==> config.mk <==
export PLATFORM = sky130hd
export DESIGN_NAME = hazard_scoreboard_unit
export DESIGN_NICKNAME = d
export VERILOG_FILES = /design/src/rtl/hazard_scoreboard_unit.sv
export SDC_FILE = /design/constraint.sdc
export NUM_CORES = 1
export LEC_CHECK = 0
export ABC_AREA = 1
export BUFFER_PORTS_ARGS = -buffer_cell sky130_fd_sc_hd__buf_4
export CAP_MARGIN = 20
export CORE_MARGIN = 2
export CORE_UTILIZATION = 57
export CTS_CLUSTER_SIZE = 10
export DETAILED_ROUTE_END_ITERATION = 8
export GPL_ROUTABILITY_DRIVEN = 0
export GPL_TIMING_DRIVEN = 0
export PLACE_DENSITY_LB_ADDON = 0.2
export SKIP_CTS_REPAIR_TIMING = 1
export SLEW_MARGIN = 20
export SYNTH_ARGS = -nofsm -noshare
export SYNTH_HDL_FRONTEND = slang
export SYNTH_SLANG_ARGS = --single-unit
==> constraint.sdc <==
create_clock -name clk -period 2.1 [get_ports clk]
set_clock_uncertainty 0.15 [all_clocks]
set_input_delay 0 -clock clk [delete_from_list [all_inputs] [get_ports clk]]
set_output_delay 0 -clock clk [all_outputs]
set_load 0.1 [all_outputs]
==> src/rtl/hazard_scoreboard_unit.sv <==
// ---------------------------------------------------------------------------
// hazard_scoreboard_unit
//
// Purpose: pipeline hazard unit combining EX-stage operand forwarding with a
// per-register latency scoreboard. The scoreboard holds one countdown per
// architectural register. A nonzero count means the register's result is
// not yet available. A decode-stage source that reads such a register raises
// stall, which holds IF/ID and inserts a bubble into EX.
//
// Optional feature: define HAZ_STATS_EN to add the stall_cycles output, a
// saturating 32-bit count of stalled cycles. Without the macro, neither the
// port nor the counter exists.
//
// Ports:
//   clk           in   clock, rising edge
//   rst_n         in   asynchronous active-low reset
//   flush         in   clears all scoreboard entries on the next edge
//   rs_ID         in   decode-stage sources, source i at [i*REG_AW +: REG_AW]
//   rs_ID_valid   in   per-source "operand used" flags
//   issue_valid   in   decode-stage instruction valid
//   issue_we      in   decode-stage instruction writes a register
//   issue_rd      in   decode-stage destination register
//   issue_lat     in   result latency in cycles (0 = forwarding covers it)
//   rs_EX         in   EX-stage sources, packed as rs_ID
//   rd_MEM/rd_WB  in   destination registers in MEM / WB
//   RegWrite_MEM/RegWrite_WB in   write enables in MEM / WB
//   forward       out  per-source select, source i at [2i+1:2i]
//                      (2'b10 = MEM, 2'b01 = WB, 2'b00 = register file)
//   stall         out  decode-stage hazard stall
//   stall_cycles  out  (HAZ_STATS_EN only) saturating stall-cycle count
// ---------------------------------------------------------------------------
module hazard_scoreboard_unit #(
  parameter int NUM_SRC = 2,
  parameter int REG_AW  = 5,
  parameter int LAT_W   = 3
) (
  input  logic                        clk,
  input  logic                        rst_n,
  input  logic                        flush,
  input  logic [NUM_SRC*REG_AW-1:0]   rs_ID,
  input  logic [NUM_SRC-1:0]          rs_ID_valid,
  input  logic                        issue_valid,
  input  logic                        issue_we,
  input  logic [REG_AW-1:0]           issue_rd,
  input  logic [LAT_W-1:0]            issue_lat,
  input  logic [NUM_SRC*REG_AW-1:0]   rs_EX,
  input  logic [REG_AW-1:0]           rd_MEM,
  input  logic [REG_AW-1:0]           rd_WB,
  input  logic                        RegWrite_MEM,
  input  logic                        RegWrite_WB,
  output logic [2*NUM_SRC-1:0]        forward,
  output logic                        stall
`ifdef HAZ_STATS_EN
  ,
  output logic [31:0]                 stall_cycles
`endif
);

  localparam int NUM_REG = 2**REG_AW;

  logic [LAT_W-1:0] w_cnt [NUM_REG];
  logic             w_accept;

  // -------------------------------------------------------------------------
  // Forwarding: purely combinational. MEM holds the younger result, so it
  // wins over WB. Register 0 is hard-wired zero and is never forwarded.
  // -------------------------------------------------------------------------
  generate
    for (genvar gi = 0; gi < NUM_SRC; gi++) begin : g_fwd
      logic [REG_AW-1:0] w_src;
      logic              w_hit_mem;
      logic              w_hit_wb;

      assign w_src     = rs_EX[gi*REG_AW +: REG_AW];
      assign w_hit_mem = RegWrite_MEM && (rd_MEM != '0) && (rd_MEM == w_src);
      assign w_hit_wb  = RegWrite_WB  && (rd_WB  != '0) && (rd_WB  == w_src);
      assign forward[2*gi +: 2] = w_hit_mem ? 2'b10 :
                                  w_hit_wb  ? 2'b01 : 2'b00;
    end
  endgenerate

  // -------------------------------------------------------------------------
  // Stall: any used source whose scoreboard entry is still counting. The
  // lookup uses the current (pre-update) counts, so an instruction that
  // reads its own destination does not stall on itself.
  // -------------------------------------------------------------------------
  always_comb begin
    stall = 1'b0;
    for (int i = 0; i < NUM_SRC; i++) begin
      if (rs_ID_valid[i] && (w_cnt[rs_ID[i*REG_AW +: REG_AW]] != '0)) begin
        stall = 1'b1;
      end
    end
  end

  // A stalled instruction is not recorded; it is re-presented later.
  assign w_accept = issue_valid && issue_we && (issue_rd != '0) && !stall && !flush;

  // -------------------------------------------------------------------------
  // Scoreboard counters. Register 0 never holds an entry. Priority per
  // entry: flush, then a fresh issue load (overriding the decrement), then
  // saturating countdown. Loading issue_lat==0 leaves the entry idle.
  // -------------------------------------------------------------------------
  assign w_cnt[0] = '0;

  generate
    for (genvar gi = 1; gi < NUM_REG; gi++) begin : g_cnt
      logic [LAT_W-1:0] r_cnt;

      always_ff @(posedge clk or negedge rst_n) begin
        if (!rst_n) begin
          r_cnt <= '0;
        end else if (flush) begin
          r_cnt <= '0;
        end else if (w_accept && (issue_rd == REG_AW'(gi))) begin
          r_cnt <= issue_lat;
        end else if (r_cnt != '0) begin
          r_cnt <= r_cnt - LAT_W'(1);
        end
      end

      assign w_cnt[gi] = r_cnt;
    end
  endgenerate

`ifdef HAZ_STATS_EN
  // Stall statistics: counts cycles with stall high and sticks at all-ones.
  logic [31:0] r_stall_cycles;

  always_ff @(posedge clk or negedge rst_n) begin
    if (!rst_n) begin
      r_stall_cycles <= '0;
    end else if (stall && (r_stall_cycles != 32'hFFFF_FFFF)) begin
      r_stall_cycles <= r_stall_cycles + 32'd1;
    end
  end

  assign stall_cycles = r_stall_cycles;
`endif

endmodule

Yosys cells after proc, flatten, opt, wreduce, memory -nomap -nowiden
Index checks and enable logic that the tools add are counted.

Add/subtract/negate cells: 31. Magnitude comparators: 2. Eq/ne operators: 35. Multiplexer cells: 105. Bitwise logic cells: 2. Reduce and logical (&&, ||, !) cells: 112.

Operators by type and width (count): two-way mux 3 bit (97); nonzero test 3 bit (64); subtractor 3 x 1 -> 3 bit (second input constant) (31); == test 5 bit (second input constant) (16); logical AND 1 bit (43); == test 5 x 4 -> 1 bit (second input constant) (8); binary-select mux 3 bit (select 5 bit) (2); == test 5 x 3 -> 1 bit (second input constant) (4); == test 5 bit (4); nonzero test 5 bit (3); greater-or-equal comparator 6 bit (second input constant) (2); inverter 5 -> 6 bit (2); == test 5 x 2 -> 1 bit (second input constant) (2); == test 5 x 1 -> 1 bit (second input constant) (1); two-way mux 1 bit (4); two-way mux 2 bit (2); zero test 1 bit (2).

Flip-flop bits (word level): 93. Input bits: 47. Output and inout bits: 5. Logic and storage cells: 318.

Depth between registers and ports, before layout
Gate-level depths: netlist of the first run.

Depth after elaboration: 14. Mapped depth: 21. Depth with buffers taken out: 18.

Worst setup path before layout of the first run
No wires, ideal clock.

Path type: input port to output port. From: input port rd_MEM[0]. To: output port forward[0]. Arrival time: 2815 ps. Data required time: 1950 ps. Setup slack: -865 ps. Cell stages on the path: 4. Path buffers: 0. Cells stage by stage: or4_1 > o21ai_0 > nor4_1 > nor3_1.

Longest elaborated chain between the ends: 4. Elaborated cells on any way between the ends: 5. Those cells by class: 1 x eq/ne; 1 x mux; 3 x reduce/logical.

Ends and longest elaborated chain: start, declared (RTL line 47) `input logic [REG_AW-1:0] rd_MEM,`; nonzero test 5 bit (RTL line 75) `assign w_hit_mem = RegWrite_MEM && (rd_MEM != '0) && (rd_MEM == w_src);`; logical AND 1 bit (RTL line 75); logical AND 1 bit * (RTL line 75); via g_fwd[0].w_hit_mem (RTL line 71) `logic w_hit_mem;`; two-way mux 2 bit * (RTL line 77) `assign forward[2*gi +: 2] = w_hit_mem ? 2'b10 :`; end, declared (RTL line 51) `output logic [2*NUM_SRC-1:0] forward,`.

The timed path passes the listed nets; every way through them passes the cells marked *.

Final worst setup path of the first run
From: register g_cnt[19].r_cnt[0]. To: register g_cnt[20].r_cnt[2].

Longest elaborated chain between the ends: 13. Elaborated cells on any way between the ends: 19. Those cells by class: 10 x mux; 9 x reduce/logical.

Ends and longest elaborated chain: start, declared (RTL line 108) `logic [LAT_W-1:0] r_cnt;`; start signal, assigned (RTL line 116) `r_cnt <= issue_lat;`; start signal, assigned (RTL line 118) `r_cnt <= r_cnt - LAT_W'(1);`; binary-select mux 3 bit (select 5 bit) (RTL line 90) `if (rs_ID_valid[i] && (w_cnt[rs_ID[i*REG_AW +: REG_AW]] != '0)) begin`; two-way mux 3 bit (not written as such) (2 in series) (RTL line 90); nonzero test 3 bit (RTL line 90); logical AND 1 bit (RTL line 90); two-way mux 1 bit (RTL line 90); two-way mux 1 bit * (RTL line 90); zero test 1 bit * (RTL line 97) `assign w_accept = issue_valid && issue_we && (issue_rd != '0) && !stall && !flush;`; logical AND 1 bit * (2 in series) (RTL line 97); logical AND 1 bit * (RTL line 115) `end else if (w_accept && (issue_rd == REG_AW'(gi))) begin`; two-way mux 3 bit (RTL line 115); two-way mux 3 bit (RTL line 113) `end else if (flush) begin`; end signal, assigned (RTL line 116); end signal, assigned (RTL line 118); end, declared (RTL line 108).

Mark *: on every way between the ends. The rest lies on a longest branch, timed or not. The select of a mux whose other input is x is not followed. A chain may end at the register's enable or synchronous reset.

==> flow_summary.yaml, run 1 <==
sta:
  hold_viol_final: 0
  period_minus_slack_ns: 2.494
  fin_crit_sh: 1.188
  tightest_slew_ns: 1.040
  timing.hold.ws_ns: 0.04266
  setup_viol: 94
  fin_ws_ns: -0.3943
  max_freq_mhz: 400.9
  slew_violations: 0
  rsz0062_at_grt: "true"
  fin_setup_tns_ns: -32.02
  relSlewSlack: 0.3069
detailed_routing:
  routed_wl_mm: 30.18
  dr.pass1.iters: 7
  drtAntennaViolNets: 0
  drc: 0
  via_per_inst: 5.965
  post_drt_wl_per_cell_um: 17.83
  vias: 10093
  first_iter_violations: 1315
synth:
  synthTopCellsByArea: "dfrtp_1 26%, nand2_1 23%, ha_1 8.8%"
  syn_inst: 1395
  syn_nets: 1504
  yosysTopAreaCell: "dfrtp_1"
  synth.most_common_cell: "nand2_1"
  ys_ff_latch: 93
  netlist.area_leader.share: 0.2640
  netlist-cell-type-count: 33
  ys_async_sr_fraction: 1.000
  syn_area_per_cell_um2: 6.320
  ys_top_cells_by_count: "541 x nand2_1, 179 x inv_1, 140 x nand3_1, 112 x nand4_1, 93 x dfrtp_1"
  netlist_area_um2: 8816
  synth_edf_count: 0
  yosys_warnings: 0
  ys.flop_type: "dfrtp_1"
  ys_seq_area_frac: 0.2640
power:
  p_per_area_nw_per_um2: 1061
  leakage_nw: 5.819
  internal_power_mw: 5.953
  p_total_mw: 11.29
  clockPowerShare: 0.154
  seqPwrFrac: 0.262
  irDropWorstVdd_uv: 690.8
  switchingPower_mw: 5.340
  p_sw_frac: 0.4729
  pwr-share-comb: 0.583
cts:
  cts_tree: "built"
  clockBufferDepth: 2
  cts_buffers: 9
  clk_pin_slew_worst_paths_ns: 0.07
  clock_latency_ns: 0.38
  cts_root_buffer: "clkbuf_16"
  cts_num_sinks: 93
  htreeDepth: 3
run_status:
  violations: "setup timing"
  status: "finished with violations"
worst_hold_path:
  hold_class: "input pin to register"
  hp-start: "issue_rd[4]"
critical_path:
  path_cells: "inv_2 -> nand2_1 -> o211ai_1 -> nand2_1 -> nand2_1 -> nand2_1 -> nor2_1 -> nand2_1 -> nand2_1 -> nand2_2 -> nand2_8 -> nand2_8 -> nor2_4 -> buf_8 -> buf_6 -> nand3_1 -> nand2_1 -> nand2_1 -> nand2_1"
  worstPathRequired_ns: 2.25
  worst_ep_arrival_time_ns: 2.64
  critPathLaunch: "g_cnt[19].r_cnt[0]$_DFFE_PN0P_"
  start_kind: "register"
  r2r_start: "g_cnt[19].r_cnt[0]$_DFFE_PN0P_"
  cp_common_cell: "nand2_1"
  worst_path_max_delay_cell: "dfrtp_1"
  critical_path.max_fanout: 10
  path_class: "register to register"
  slowest_delay_ns: 0.39
  crit_path_end_kind: "register"
cells_and_area:
  register_area_um2: 2327
  post-route-util: 0.7026
  multi_input_area_um2: 5837
  largest_reg_flops: 93
  drive_above_1_share: 0.1789
  regMostFlops: "g_cnt.r_cnt"
  antenna_cells_inserted: 0
  syn_to_final_growth_pct: 20.71
  fillers: 1229
  fin_nets: 1608
  design_area_um2: 10640
  top_regs: "g_cnt.r_cnt: 93 flops"
global_routing:
  grt_usage: 0.3458
  grt_pass1_wl_mm: 44.52
  grt_max_degree: 94
  grt_pass1_vias: 8615
  antenna_found_initial: 0
  overflow: 0
placed_design:
  place_hpwl_mm: 21.13
  io_buffer_count: 47
  post_dp_cell_area_um2: 9450
floorplanning:
  core_um2: 15150
  die_x_um: 128.4
  rows: 45
  die_area_um2: 16480
  io_pins: 52
  start_util: 0.5821
  die_h_um: 128.4
flow_run:
  cap_violations: 0
## layout by cell type (no fill, tap or decap), types with 15 or more instances in the layout
| cell type | count |
|---|---|
| nand3_2 | 25 |
| clkbuf_1 | 20 |
| dfrtp_1 | 93 |
| a21oi_2 | 28 |
| nand2_1 | 531 |
| nor2_1 | 66 |
| buf_4 | 85 |
| inv_1 | 155 |
| nand3_1 | 114 |
| inv_2 | 29 |
| clkbuf_16 | 15 |
| ha_1 | 62 |
| nand4_1 | 112 |
## per-stage QoR
stage,setup WS [ns],std cells
after floorplan,-0.007934,1395
after global placement,-0.4692,1630
after detailed placement,-0.4636,1630
after CTS,-0.4766,1646
after global routing,-0.5149,1692
final,-0.3943,1692
## layout make-up
type                       instances  area share
clock buffer                      11     0.02281
sequential                        93      0.2187
timing repair buffer              93     0.07854
inverter                         185     0.06526
buffer                            57     0.03868
clock inverter                     5    0.005409
multi-input combinational       1060      0.5485
tap                              188     0.02210
## layer usage
layer,up-vias,GRT usage,wire [um]
met5,-,0,0
met3,89,0.08108,3632
met4,0,0.1370,929
met2,648,0.5338,13470
li1,4748,-,-
met1,4608,0.4709,12140
## worst max-delay path, delay by kind of cell (launching register included)
family | cells | cell delay, ns
compound gates | 1 | 0.10
buf+inv | 3 | 0.45
flops | 1 | 0.39
simple gates | 15 | 1.32
## power groups by stage
stage                     Clock (mW)  Combinational, mW  Sequential [mW]
final                           1.74               6.59             2.96
after global routing            1.80               7.45             3.01
after CTS                       1.75               5.86             2.88
after detailed placement           0               5.85             2.90
after global placement             0               5.63             2.89
after floorplan                    0               4.56             2.76
## logic make-up after synthesis
group                    count (synthesis)  synth area share
AND/OR/NAND/NOR                        916            0.4661
buffers and inverters                  242            0.1181
flip-flops                              93            0.2640
adder cells (fa/ha/maj)                 62           0.08799
AO/OA/AOI/OAI                           61           0.04286
XOR/XNOR                                20           0.01987
multiplexers                             1          0.001135
## final timing paths
path / end / slack (ns) / cells past startpoint
max in group asynchronous: g_cnt[30].r_cnt[0]$_DFFE_PN0P_ / 1.03 / 2
min in group asynchronous: g_cnt[19].r_cnt[0]$_DFFE_PN0P_ / 0.12 / 2
worst min register to register: g_cnt[31].r_cnt[1]$_DFFE_PN0P_ / 0.38 / 2
worst min-delay path: g_cnt[7].r_cnt[0]$_DFFE_PN0P_ / 0.04 / 6
worst max register to register: g_cnt[20].r_cnt[2]$_DFFE_PN0P_ / -0.39 / 19
worst max-delay path: g_cnt[20].r_cnt[2]$_DFFE_PN0P_ / -0.39 / 19
(Power assumes the default switching activity.)
==> inputs of run 2 (changes only) <==
--- a/config.mk
+++ b/config.mk
@@ -16,6 +16,7 @@
 export GPL_TIMING_DRIVEN = 0
 export PLACE_DENSITY_LB_ADDON = 0.2
 export SKIP_CTS_REPAIR_TIMING = 1
+export SKIP_LAST_GASP = 1
 export SLEW_MARGIN = 20
 export SYNTH_ARGS = -nofsm -noshare
 export SYNTH_HDL_FRONTEND = slang
==> flow_summary.yaml, run 2 (synthesis results as in run 1) <==
run_status:
  status: "finished with violations"
  violations: "setup timing"
cts:
  clk_pin_slew_worst_paths_ns: 0.08
  cts_tree: "built"
  cts_num_sinks: 93
  cts_root_buffer: "clkbuf_16"
  clock_latency_ns: 0.38
  cts_buffers: 9
  clockBufferDepth: 2
  htreeDepth: 3
power:
  internal_power_mw: 5.933
  clockPowerShare: 0.155
  leakage_nw: 5.815
  pwr-share-comb: 0.582
  p_per_area_nw_per_um2: 1062
  switchingPower_mw: 5.317
  seqPwrFrac: 0.263
  irDropWorstVdd_uv: 726.6
  p_sw_frac: 0.4726
cells_and_area:
  syn_to_final_growth_pct: 20.14
  largest_reg_flops: 93
  design_area_um2: 10590
  fin_nets: 1608
  drive_above_1_share: 0.1715
  post-route-util: 0.6993
  regMostFlops: "g_cnt.r_cnt"
  fin_cells: 1692
  antenna_cells_inserted: 0
  top_regs: "g_cnt.r_cnt: 93 flops"
  mostFrequentLayoutCell: "nand2_1"
  layout_common_cells: "535 x nand2_1, 157 x inv_1, 118 x nand3_1"
detailed_routing:
  via_per_inst: 5.987
  vias: 10130
  drtAntennaViolNets: 0
  dr.pass1.iters: 6
  first_iter_violations: 1351
  routed_wl_mm: 30.10
  post_drt_wl_per_cell_um: 17.79
  drc: 0
critical_path:
  worstReg2RegEnd: "g_cnt[30].r_cnt[1]$_DFFE_PN0P_"
  worst_ep_arrival_time_ns: 2.65
  rr_worst_depth: 18
  r2r_start: "g_cnt[29].r_cnt[0]$_DFFE_PN0P_"
  path_cells: "nor2_2 -> nand2_1 -> nand2_1 -> inv_1 -> nand2_1 -> nand2_1 -> nand2_1 -> nand2_1 -> nand2_1 -> nand2_1 -> nand3_4 -> buf_8 -> buf_4 -> nand4_1 -> buf_4 -> a21oi_2 -> nand2_1 -> nand2_1"
  start_kind: "register"
  slowest_delay_ns: 0.42
  path_class: "register to register"
  rrSetupSlack_ns: -0.39
  worst_path_max_delay_cell: "dfrtp_1"
  critical_path.max_fanout: 10
  cp_common_cell: "nand2_1"
  crit_path_end_kind: "register"
  worstPathRequired_ns: 2.26
worst_hold_path:
  hold_class: "input pin to register"
  holdPathStages: 6
  hp-start: "issue_rd[4]"
  hold_path_end: "g_cnt[7].r_cnt[0]$_DFFE_PN0P_"
flow_run:
  cap_violations: 0
sta:
  fin_crit_sh: 1.185
  setup_viol: 94
  hold_viol_final: 0
  max_freq_mhz: 401.7
  relSlewSlack: 0.2810
  tightest_slew_ns: 1.070
  fin_ws_ns: -0.3892
  slew_violations: 0
  period_minus_slack_ns: 2.489
  rsz0062_at_grt: "true"
  fin_setup_tns_ns: -30.29
floorplanning:
  io_pins: 52
  die_h_um: 128.4
  core_um2: 15150
  rows: 45
  die_x_um: 128.4
  die_area_um2: 16480
  start_util: 0.5821
placed_design:
  post_dp_cell_area_um2: 9450
  dp.cells: 1630
  place_hpwl_mm: 21.13
  place_ws_ns: -0.4636
  io_buffer_count: 47
global_routing:
  grt_max_degree: 94
  grt_usage: 0.3458
  grt_pass1_vias: 8615
  grt_pass1_wl_mm: 44.52
  overflow: 0
  antenna_found_initial: 0
[run 2: cell counts in the layout (fill, tap and decap cells not counted)]
Identical to the previous run, type by type.
[run 2: how the worst max path moves through the flow]
| stage | startpoint | endpoint | slack, ns | depth (start not counted) |
|---|---|---|---|---|
| 2_1_floorplan | g_cnt[7].r_cnt[0]$_DFFE_PN0P_ | g_cnt[11].r_cnt[0]$_DFFE_PN0P_ | -0.008 | 17 |
| 3_3_place_gp | rs_ID[5] | g_cnt[10].r_cnt[1]$_DFFE_PN0P_ | -0.47 | 14 |
| 3_5_place_dp | rs_ID[5] | g_cnt[10].r_cnt[0]$_DFFE_PN0P_ | -0.46 | 14 |
| 4_1_cts | g_cnt[10].r_cnt[1]$_DFFE_PN0P_ | g_cnt[10].r_cnt[0]$_DFFE_PN0P_ | -0.48 | 16 |
| 5_1_grt | g_cnt[19].r_cnt[2]$_DFFE_PN0P_ | g_cnt[30].r_cnt[1]$_DFFE_PN0P_ | -0.52 | 18 |
| 6_report | g_cnt[29].r_cnt[0]$_DFFE_PN0P_ | g_cnt[30].r_cnt[1]$_DFFE_PN0P_ | -0.39 | 18 |
[run 2: worst max-delay path: cells and delay by family (launching register included)]
kind                   cells  cell delay [ns]
buffers and inverters      4             0.55
AND/OR/NAND/NOR           13             1.13
flip-flops                 1             0.42
AO/OA/AOI/OAI              1             0.18
[run 2: power by group through the flow]
stage	Combinational (mW)	Clock, mW	Sequential, mW
floorplan	4.56	0	2.76
global route	7.43	1.80	3.01
finish	6.55	1.74	2.96
global placement	5.63	0	2.89
detailed placement	5.85	0	2.90
CTS	5.86	1.75	2.88
[run 2: through the flow]
step,hold WS [ns],power (mW)
after global placement,0.1749,8.527
final,0.03666,11.25
after CTS,-0.3970,10.49
after global routing,0.09861,12.24
after detailed placement,-0.01923,8.745
after floorplan,-0.4456,7.323
[run 2: area by class of cell]
class,instances,area (um^2)
plain buffers,57,411.6
clock buffers,11,242.7
clock inverters,5,57.56
fillers,1244,4554
inverters,185,694.4
multi-input cells,1060,5791
flip-flops and latches,93,2327
well taps,188,235.2
repair buffers,93,832.0
[run 2: per-layer routing]
metal,global-route usage,wire length [um],share of wire
met4,0.1370,1107,0.037
met1,0.4709,12230,0.41
met5,0,0,0
met3,0.08108,3383,0.11
met2,0.5338,13380,0.44
==> inputs of run 3 (changes only) <==
--- a/config.mk
+++ b/config.mk
@@ -9,7 +9,7 @@
 export BUFFER_PORTS_ARGS = -buffer_cell sky130_fd_sc_hd__buf_4
 export CAP_MARGIN = 20
 export CORE_MARGIN = 2
-export CORE_UTILIZATION = 57
+export CORE_UTILIZATION = 68
 export CTS_CLUSTER_SIZE = 10
 export DETAILED_ROUTE_END_ITERATION = 8
 export GPL_ROUTABILITY_DRIVEN = 0
==> constraint.sdc (replaced) <==
create_clock -name clk -period 3.19 [get_ports clk]
set_clock_uncertainty 0.15 [all_clocks]
set_input_delay 0 -clock clk [delete_from_list [all_inputs] [get_ports clk]]
set_output_delay 0 -clock clk [all_outputs]
set_load 0.1 [all_outputs]
==> flow_summary.yaml, run 3 (synthesis results as in run 1) <==
critical_path:
  start_kind: "register"
  worstPathRequired_ns: 3.35
  critical_path.max_fanout: 7
  path_class: "register to register"
  worst_ep_arrival_time_ns: 3.11
  rrSetupSlack_ns: 0.24
  crit_path_end_kind: "register"
power:
  p_per_area_nw_per_um2: 720.6
  pwr-share-comb: 0.562
  leakage_nw: 5.632
  p_sw_frac: 0.4671
  seqPwrFrac: 0.273
  irDropWorstVdd_uv: 602.1
  clockPowerShare: 0.165
  internal_power_mw: 3.744
  switchingPower_mw: 3.282
sta:
  period_minus_slack_ns: 2.949
  tightest_slew_ns: 0.9637
  relSlewSlack: 0.3575
  slew_violations: 0
  setup_viol: 0
  fin_setup_tns_ns: 0
  rsz0062_at_grt: "false"
  hold_viol_final: 0
  max_freq_mhz: 339.1
  fin_crit_sh: 0.9244
placed_design:
  place_hpwl_mm: 20.88
  dp.cells: 1614
  io_buffer_count: 47
global_routing:
  antenna_found_initial: 0
  grt_max_degree: 94
  grt_usage: 0.4117
  grt_use_met3: 0.1206
  gr-usage-met1: 0.5067
  grt_pass1_wl_mm: 45.73
  overflow: 0
  grt_pass1_vias: 9304
  grt_util_met2: 0.6421
  grt-busiest-layer: "met2"
run_status:
  status: "finished with violations"
  violations: "DRC"
cells_and_area:
  antenna_cells_inserted: 0
  fin_cells: 1635
  mostFrequentLayoutCell: "nand2_1"
  top_regs: "g_cnt.r_cnt: 93 flops"
  drive_above_1_share: 0.09364
  largest_reg_flops: 93
  layout_common_cells: "541 x nand2_1, 179 x inv_1, 140 x nand3_1"
  fin_nets: 1567
  regMostFlops: "g_cnt.r_cnt"
  syn_to_final_growth_pct: 10.60
cts:
  cts_buffers: 9
  cts_tree: "built"
  clockBufferDepth: 2
  clock_latency_ns: 0.37
  htreeDepth: 3
  cts_num_sinks: 93
  cts_root_buffer: "clkbuf_16"
  clk_pin_slew_worst_paths_ns: 0.07
detailed_routing:
  post_drt_wl_per_cell_um: 17.54
  first_iter_violations: 1491
  via_per_inst: 6.122
  drc: 1
  vias: 10010
  drtAntennaViolNets: 0
  routed_wl_mm: 28.68
  dr.pass1.iters: 9
floorplanning:
  die_area_um2: 13890
  rows: 41
  die_x_um: 117.9
  die_h_um: 117.9
  core_um2: 12620
  start_util: 0.6986
  io_pins: 52
flow_run:
  cap_violations: 0
worst_hold_path:
  hold_class: "input pin to register"
-- run 3: cell count changes in the layout (fill, tap and decap cells not counted), moves of 11 or more --
cell	previous run	this run
a21oi_1	10	27
a21oi_2	28	11
buf_4	86	59
inv_1	157	179
inv_2	27	5
nand3_1	118	140
nand3_2	21	1
nor2_1	66	77
-- run 3: layer usage --
| metal | up-vias | wire length (um) |
|---|---|---|
| met1 | 4501 | 10570 |
| met2 | 672 | 12900 |
| li1 | 4663 | - |
| met4 | 0 | 1655 |
| met5 | - | 0 |
| met3 | 174 | 3549 |
-- run 3: final cells by class --
type,instances,area [um^2]
clock buffer,13,270.3
timing repair buffer,52,406.6
sequential,93,2327
inverter,185,694.4
buffer,57,346.6
multi-input combinational,1060,5448
fill,1040,2869
clock inverter,3,42.54
tap,172,215.2
-- run 3: through the flow --
| stage | worst slack [ns] | util | total power [mW] | instance area (um^2) | hold WS, ns |
|---|---|---|---|---|---|
| 6_report | 0.2410 | 0.7727 | 7.027 | 9751 | 0.05388 |
| 4_1_cts | 0.6566 | 0.7687 | 6.886 | 9701 | -0.3886 |
| 3_3_place_gp | 0.6785 | 0.7436 | 5.549 | 9384 | 0.1607 |
| 2_1_floorplan | 0.2253 | - | 4.807 | 8816 | -0.4456 |
| 3_5_place_dp | 0.6549 | 0.7439 | 5.727 | 9388 | -0.009117 |
| 5_1_grt | 0.07665 | 0.7727 | 7.656 | 9751 | 0.05931 |
-- run 3: power by group through the flow --
stage	clock network, mW	registers (mW)	logic, mW
6_report	1.16	1.92	3.95
5_1_grt	1.18	1.95	4.52
4_1_cts	1.14	1.90	3.84
3_5_place_dp	0	1.91	3.82
3_3_place_gp	0	1.90	3.65
2_1_floorplan	0	1.82	2.99
-- run 3: final timing paths --
path,cells after the start,endpoint,startpoint
worst max-delay path,16,g_cnt[23].r_cnt[1]$_DFFE_PN0P_,g_cnt[10].r_cnt[1]$_DFFE_PN0P_
worst min-delay path,6,g_cnt[14].r_cnt[2]$_DFFE_PN0P_,issue_rd[4]
worst max register to register,16,g_cnt[23].r_cnt[1]$_DFFE_PN0P_,g_cnt[10].r_cnt[1]$_DFFE_PN0P_
worst min register to register,2,g_cnt[30].r_cnt[0]$_DFFE_PN0P_,g_cnt[30].r_cnt[0]$_DFFE_PN0P_
max in group asynchronous,2,g_cnt[3].r_cnt[2]$_DFFE_PN0P_,rst_n
min in group asynchronous,2,g_cnt[5].r_cnt[1]$_DFFE_PN0P_,rst_n
-- run 3: critical path, cell delays in order, from the launching register on --
cell and delay (ns):
dfrtp_1 0.41, nor2_1 0.24, nand2_1 0.11, nand2_1 0.07, nand2_1 0.05, inv_1 0.04, nand3_1 0.10, nand3_1 0.10
nand3_1 0.08, nand2_1 0.08, inv_2 0.04, nand2_2 0.12, nand4_1 0.28, a21oi_1 0.32, nand2_1 0.07, dlygate4sd3_1 0.56
nand2_1 0.06
